===== src/rtl/cypher_streamer.sv =====
// cypher_streamer: serialises a 16-bit cypher word MSB-nibble-first onto a
// 4-bit bus with a one-cycle read strobe per nibble, a configurable idle gap
// between strobes, a running nibble sum and a done pulse after the last nibble.
// Optional feature macro: CYPHER_STREAMER_CHECKSUM_EN appends a fifth nibble
// that makes the low nibble of the final sum zero.
module cypher_streamer #(
   parameter int GAP = 4
) (
   input  logic        clock,
   input  logic        reset,
   input  logic        start,
   input  logic [15:0] cypher,
   output logic [3:0]  compared,
   output logic        read,
   output logic        busy,
   output logic        done,
   output logic [7:0]  sum
);

`ifdef CYPHER_STREAMER_CHECKSUM_EN
   localparam int N = 5;
`else
   localparam int N = 4;
`endif

   localparam logic [2:0] LAST     = 3'(N - 1);
   // Only meaningful when GAP > 0; the WAIT state is unreachable otherwise.
   localparam logic [7:0] GAP_LAST = 8'(GAP - 1);

   typedef enum logic [1:0] {IDLE, SEND, WAIT, DONE} state_t;

   state_t      state, state_n;
   logic [15:0] shreg, shreg_n;
   logic [2:0]  idx, idx_n;
   logic [7:0]  cnt, cnt_n;
   logic [3:0]  compared_n;
   logic [7:0]  sum_n;
   logic        read_n, busy_n, done_n;
   logic        emit;
   logic [3:0]  nib_next;

   // Next nibble to put on the bus once the current strobe/gap is finished.
   always_comb begin
`ifdef CYPHER_STREAMER_CHECKSUM_EN
      nib_next = (idx == 3'd3) ? (4'd0 - sum[3:0]) : shreg[15:12];
`else
      nib_next = shreg[15:12];
`endif
   end

   // Next-state and registered-output decode; outputs are registered so the
   // strobe, the nibble and the sum that includes it all appear together.
   always_comb begin
      state_n    = state;
      shreg_n    = shreg;
      idx_n      = idx;
      cnt_n      = cnt;
      compared_n = compared;
      sum_n      = sum;
      read_n     = 1'b0;
      busy_n     = busy;
      done_n     = 1'b0;
      emit       = 1'b0;
      case (state)
         IDLE, DONE: begin
            busy_n  = 1'b0;
            state_n = IDLE;
            if (start) begin
               state_n    = SEND;
               shreg_n    = {cypher[11:0], 4'h0};
               idx_n      = 3'd0;
               cnt_n      = 8'd0;
               compared_n = cypher[15:12];
               sum_n      = {4'h0, cypher[15:12]};
               read_n     = 1'b1;
               busy_n     = 1'b1;
            end
         end
         SEND: begin
            if (idx == LAST) begin
               state_n = DONE;
               done_n  = 1'b1;
               busy_n  = 1'b0;
            end else if (GAP == 0) begin
               emit = 1'b1;
            end else begin
               state_n = WAIT;
               cnt_n   = 8'd0;
            end
         end
         WAIT: begin
            if (cnt == GAP_LAST) emit = 1'b1;
            else cnt_n = cnt + 8'd1;
         end
         default: state_n = IDLE;
      endcase
      if (emit) begin
         state_n    = SEND;
         idx_n      = idx + 3'd1;
         shreg_n    = {shreg[11:0], 4'h0};
         compared_n = nib_next;
         sum_n      = sum + {4'h0, nib_next};
         read_n     = 1'b1;
         busy_n     = 1'b1;
      end
   end

   // Control state and visible outputs; reset discards any in-flight word.
   always_ff @(posedge clock) begin
      if (reset) begin
         state    <= IDLE;
         idx      <= 3'd0;
         cnt      <= 8'd0;
         compared <= 4'h0;
         read     <= 1'b0;
         busy     <= 1'b0;
         done     <= 1'b0;
         sum      <= 8'h0;
      end else begin
         state    <= state_n;
         idx      <= idx_n;
         cnt      <= cnt_n;
         compared <= compared_n;
         read     <= read_n;
         busy     <= busy_n;
         done     <= done_n;
         sum      <= sum_n;
      end
   end

   // Word shift register; pure data, only ever read after a fresh load.
   always_ff @(posedge clock) begin
      shreg <= shreg_n;
   end

endmodule


===== config.mk =====
export PLATFORM = sky130hd
export DESIGN_NAME = cypher_streamer
export DESIGN_NICKNAME = d
export VERILOG_FILES = /design/src/rtl/cypher_streamer.sv
export SDC_FILE = /design/constraint.sdc
export NUM_CORES = 1
export LEC_CHECK = 0
export CAP_MARGIN = 20
export CORE_MARGIN = 3
export CORE_UTILIZATION = 45
export CTS_CLUSTER_SIZE = 24
export DETAILED_ROUTE_END_ITERATION = 7
export PLACE_DENSITY = 0.72
export SLEW_MARGIN = 10
export SYNTH_ARGS = -nofsm -noshare
export SYNTH_HDL_FRONTEND = slang
export SYNTH_SLANG_ARGS = --single-unit
export TNS_END_PERCENT = 1

===== constraint.sdc =====
create_clock -name clock -period 1.9 [get_ports clock]
set_clock_uncertainty 0.2 [all_clocks]
set_input_delay 0.475 -clock clock [delete_from_list [all_inputs] [get_ports clock]]
set_output_delay 0.475 -clock clock [all_outputs]
set_load 0.1 [all_outputs]

======== Word level (Yosys, flattened, before mapping) ========
Cells that the tools add are included.
operators by class
  $add $sub $neg .......................... 3
  multipliers ............................. 0
  divide/modulo/power cells ............... 0
  $lt $le $gt $ge ......................... 0
  eq/ne operators ......................... 9
  shifts and indexed selects .............. 0
  muxes and demuxes ....................... 29
  bitwise operators ....................... 1
  reduce and logical (&&, ||, !) cells .... 11
operators by type and width
  cell                   number
  $mux W16               3
  $mux W8                6
  $pmux W8 S3            1
  $mux W4                3
  $mux W1                11
  $mux W3                3
  $add A8 B1 Y8 const B  1
  $add A8 B4 Y8          1
  $eq A8 B2 Y1 const B   1
  $ne A2 B2 Y1 const B   3
  $reduce_bool A2 Y1     3
  $reduce_or A2 Y1       3
  $eq A2 B2 Y1 const B   2
  $pmux W2 S2            1
  $reduce_and A2 Y1      2
  $add A3 B1 Y3 const B  1
  $eq A3 B2 Y1 const B   1
  $ne A3 B3 Y1 const B   1
  $reduce_and A3 Y1      1
  $reduce_bool A3 Y1     1
  $eq A2 B1 Y1 const B   1
  $logic_not A2 Y1       1
  $pmux W1 S2            1
  $not A1 Y1             1
word-level totals
  flip-flop bits (word level) ............. 40
  bits in latches ......................... 0
  bits in writable memories ............... 0
  memory bits (read-only) ................. 0
  input bits .............................. 19
  output and inout port bits .............. 15
  word-level logic and storage cells ...... 64
  memories ................................ 0

======== Longest topological paths before layout ========
  depth after elaboration ................. 5
  gate-level depth with buffers ........... 8
  depth with buffers taken out ............ 7

======== Least setup slack after synthesis ========
Ideal clock, no wire load.
  path kind ............................... reg2reg
  from .................................... register sum[0]
  to ...................................... register sum[4]
  arrival time ............................ 2271 ps
  data required time ...................... 1568 ps
  slack ................................... -703 ps
  cell stages (with the launch flop) ...... 8
  clock period less this slack ............ 2603 ps
  path through ............................ dfxtp_1 ha_1 inv_1 fa_1 nand2b_1 a21o_1 a211oi_1 nor3_1
on the way
  cells in the longest elaborated chain, start to end .. 2
ends and longest elaborated chain
  what                      RTL line  source
  start: declaration        17        output logic [7:0] sum
  start signal: assignment  127       sum <= sum_n;
  $add A8 B4 Y8             102       sum_n = sum + {4'h0, nib_next};
  $mux W8                   97        if (emit) begin
No other way between the ends.
A chain may end at the register's enable or synchronous reset.

======== Worst setup path in the final report ========
  from .................................... register state[0]
  to ...................................... register sum[7]
on the way
  cells in the longest elaborated chain, start to end .. 4
ends and longest elaborated chain
  what                                                     RTL line  source
  start: declaration                                       32        state_t state, state_n;
  start signal: assignment                                 120       state <= state_n;
  $eq A2 B2 Y1 / $logic_not A2 Y1 (equally long branches)  64        case (state)
  $mux W1 / $reduce_or A2 Y1 (equally long branches)       64
  $reduce_bool A2 Y1 (no source line)                      --
  $reduce_and A2 Y1 (no source line)                       --
Several ways; a longest one is shown, not always the timed one.

==> qor.yml <==
syn_inst: 208
slew-limit-headroom: 0.796
netlist_area_um2: 1950
yosys_warnings: 0
synth_common_cells: "nand2_1 (34), dfxtp_1 (28), nor2_1 (17)"
crit_path_end_kind: "flip-flop"
rows: 23
grt_pass1_wl_mm: 7.79
syn_nets: 238
synth-seq-cells: 40
yosysMostFrequentCell: "nand2_1"
synth_area_leaders: "dfxtp_1 (29%), edfxtp_1 (18%), nand2_1 (6.6%), ha_1 (6.4%), a211oi_1 (5.4%)"
synth_edf_count: 12
drt-initial-drc-count: 96
diodes: 0
finalHoldViolCount: 0
place_congestion: 0.799
setup_tns_ns: 0
cts_hold_buf: 0
vias_per_cell: 5.40
worst_slew_pin_slew_ns: 0.304
drc_errors: 0
placed_cells_incl_taps: 305
dr.pass1.iters: 4
ys_seq_area_frac: 0.473
clock-sinks: 40
setup_viol: 0
p_sw_w: 0.000637
core-area_um2: 4090
drv_slew: 0
status: "finished, final reports clean"
rsz0062_at_grt: "yes"
peakVddDrop_v: 0.000575
leakagePower_nw: 1.13
clk_latency_ns: 0.29
pre_cts_ws_ns: -0.152
hp-class: "reg2reg"
power_density_nw_per_um2: 757
area_growth_pct: 48.6
grt_pass1_vias: 1697
stdcell_count: 318
wl_per_cell_um: 14.3
cts_buffer_depth: 2
cts_htree_levels: 2
dr_total_vias: 1718
seqPwrFrac: 0.443
synthDistinctLibCells: 36
grt_overflow: 0
combPwrFrac: 0.232
antenna_found_initial: 0
fmax_mhz: 534
hpwl_mm: 3.26
antenna_left: 0
die_w_um: 71.8
power_w: 0.00219
grt_max_degree: 21
design.die.area_um2: 5150
finalCriticalPeriod_ns: 1.87
path_clk_slew_ns: 0.08
clockPowerShare: 0.325
wirelength_mm: 4.55
maxCapViolations: 0
cp.arrival_ns: 1.90
async_reset_ff_frac: 0
tritoncts.num_buffers: 5
tritoncts: "done"
crit_type: "reg2reg"
synth.top_cell.area_share: 0.288
p_int_w: 0.00155
nets: 297
start_util: 0.477
swShare: 0.291
drive_gt1_frac: 0.299
io_buffer_count: 33
fp.dieH_um: 71.8
grt_usage: 0.192
ys.flop_type: "dfxtp_1"
cp.required_ns: 1.93
cp-start-kind: "flip-flop"
setup_ws_ns: 0.0268
yosys.area.top_type: "dfxtp_1"
io_pins: 34
final.period_utilization: 0.986
path_max_fanout: 4
root_buffer: "clkbuf_8"
postSynthAreaPerCell_um2: 9.37
cells in the final DEF (no fill, tap or decap), drive strengths merged, types with 7 or more instances in the layout:
cell type | Yosys | layout
nor2 | 17 | 17
a211oi | 14 | 14
nor3 | 8 | 8
a21oi | 9 | 9
inv | 9 | 10
nand2 | 34 | 34
ha | 10 | 10
edfxtp | 12 | 12
and2 | 7 | 7
dfxtp | 28 | 28
buf | 3 | 42
clkdlybuf4s50 | 0 | 18
power by group through the flow:
stage	Clock (W)	Sequential, W	Combinational [W]
global route	0.000760	0.000975	0.000545
CTS	0.000721	0.000968	0.000498
finish	0.000712	0.000970	0.000507
global placement	0	0.000985	0.000486
detailed placement	0	0.000988	0.000495
floorplan	0	0.00110	0.000166
what timing repair did:
item	in CTS	in global routing
setup endpoints to repair	2	29
setup buffers	0	4
resized for setup	2	19
gates cloned	0	1
pin swaps	1	6
worst max-delay path, cell delays in order (launching register included):
cell,delay (ns)
dfxtp_2,0.33
inv_2,0.09
ha_4,0.15
and4bb_2,0.30
nand2_2,0.09
or4_1,0.49
a31oi_1,0.16
through the flow:
stage	utilization	cell area, um^2	hold slack [ns]
3_5_place_dp	0.656	2680	0.273
4_1_cts	0.686	2800	0.286
3_3_place_gp	0.656	2680	0.256
5_1_grt	0.708	2890	0.310
2_1_floorplan	-	1990	0.248
6_report	0.708	2890	0.289
routing by layer:
metal	vias up	part of all wire	track usage
met5	-	0	0
met4	0	0.015	0.0626
met3	6	0.040	0.0449
met2	35	0.48	0.320
met1	821	0.46	0.245
li1	856	-	-
kinds of logic after synthesis:
family / count (synthesis) / synth area share
muxes: 5 / 0.0257
buffers and inverters: 17 / 0.0347
DFF: 40 / 0.473
and+or+nand+nor: 91 / 0.232
AOI/OAI and AO/OA: 36 / 0.125
xor gates and xnor gates: 8 / 0.0360
adders and majority gates: 11 / 0.0745
registers in the layout, indices dropped and copies added, names as in the netlist:
name      count
read          1
done          1
shreg        12
compared      4
busy          1
idx           3
cnt           8
sum           8
state         2
path summary, 6_finish.rpt:
path,endpoint,slack [ns],from,cells past startpoint
worst max-delay path,sum[7],0.03,state[0],6
worst min-delay path,idx[2],0.29,idx[2],2
worst max register to register,sum[7],0.03,state[0],6
worst min register to register,idx[2],0.29,idx[2],2
cell type report:
class,count,area (um^2)
inverters,9,33.8
multi-input cells,151,1050
fillers,318,1190
repair buffers,60,697
clock buffers,5,68.8
clock inverters,3,46.3
well taps,50,62.6
flip-flops and latches,40,940
Note: power is estimated with default switching activity, not from simulation.
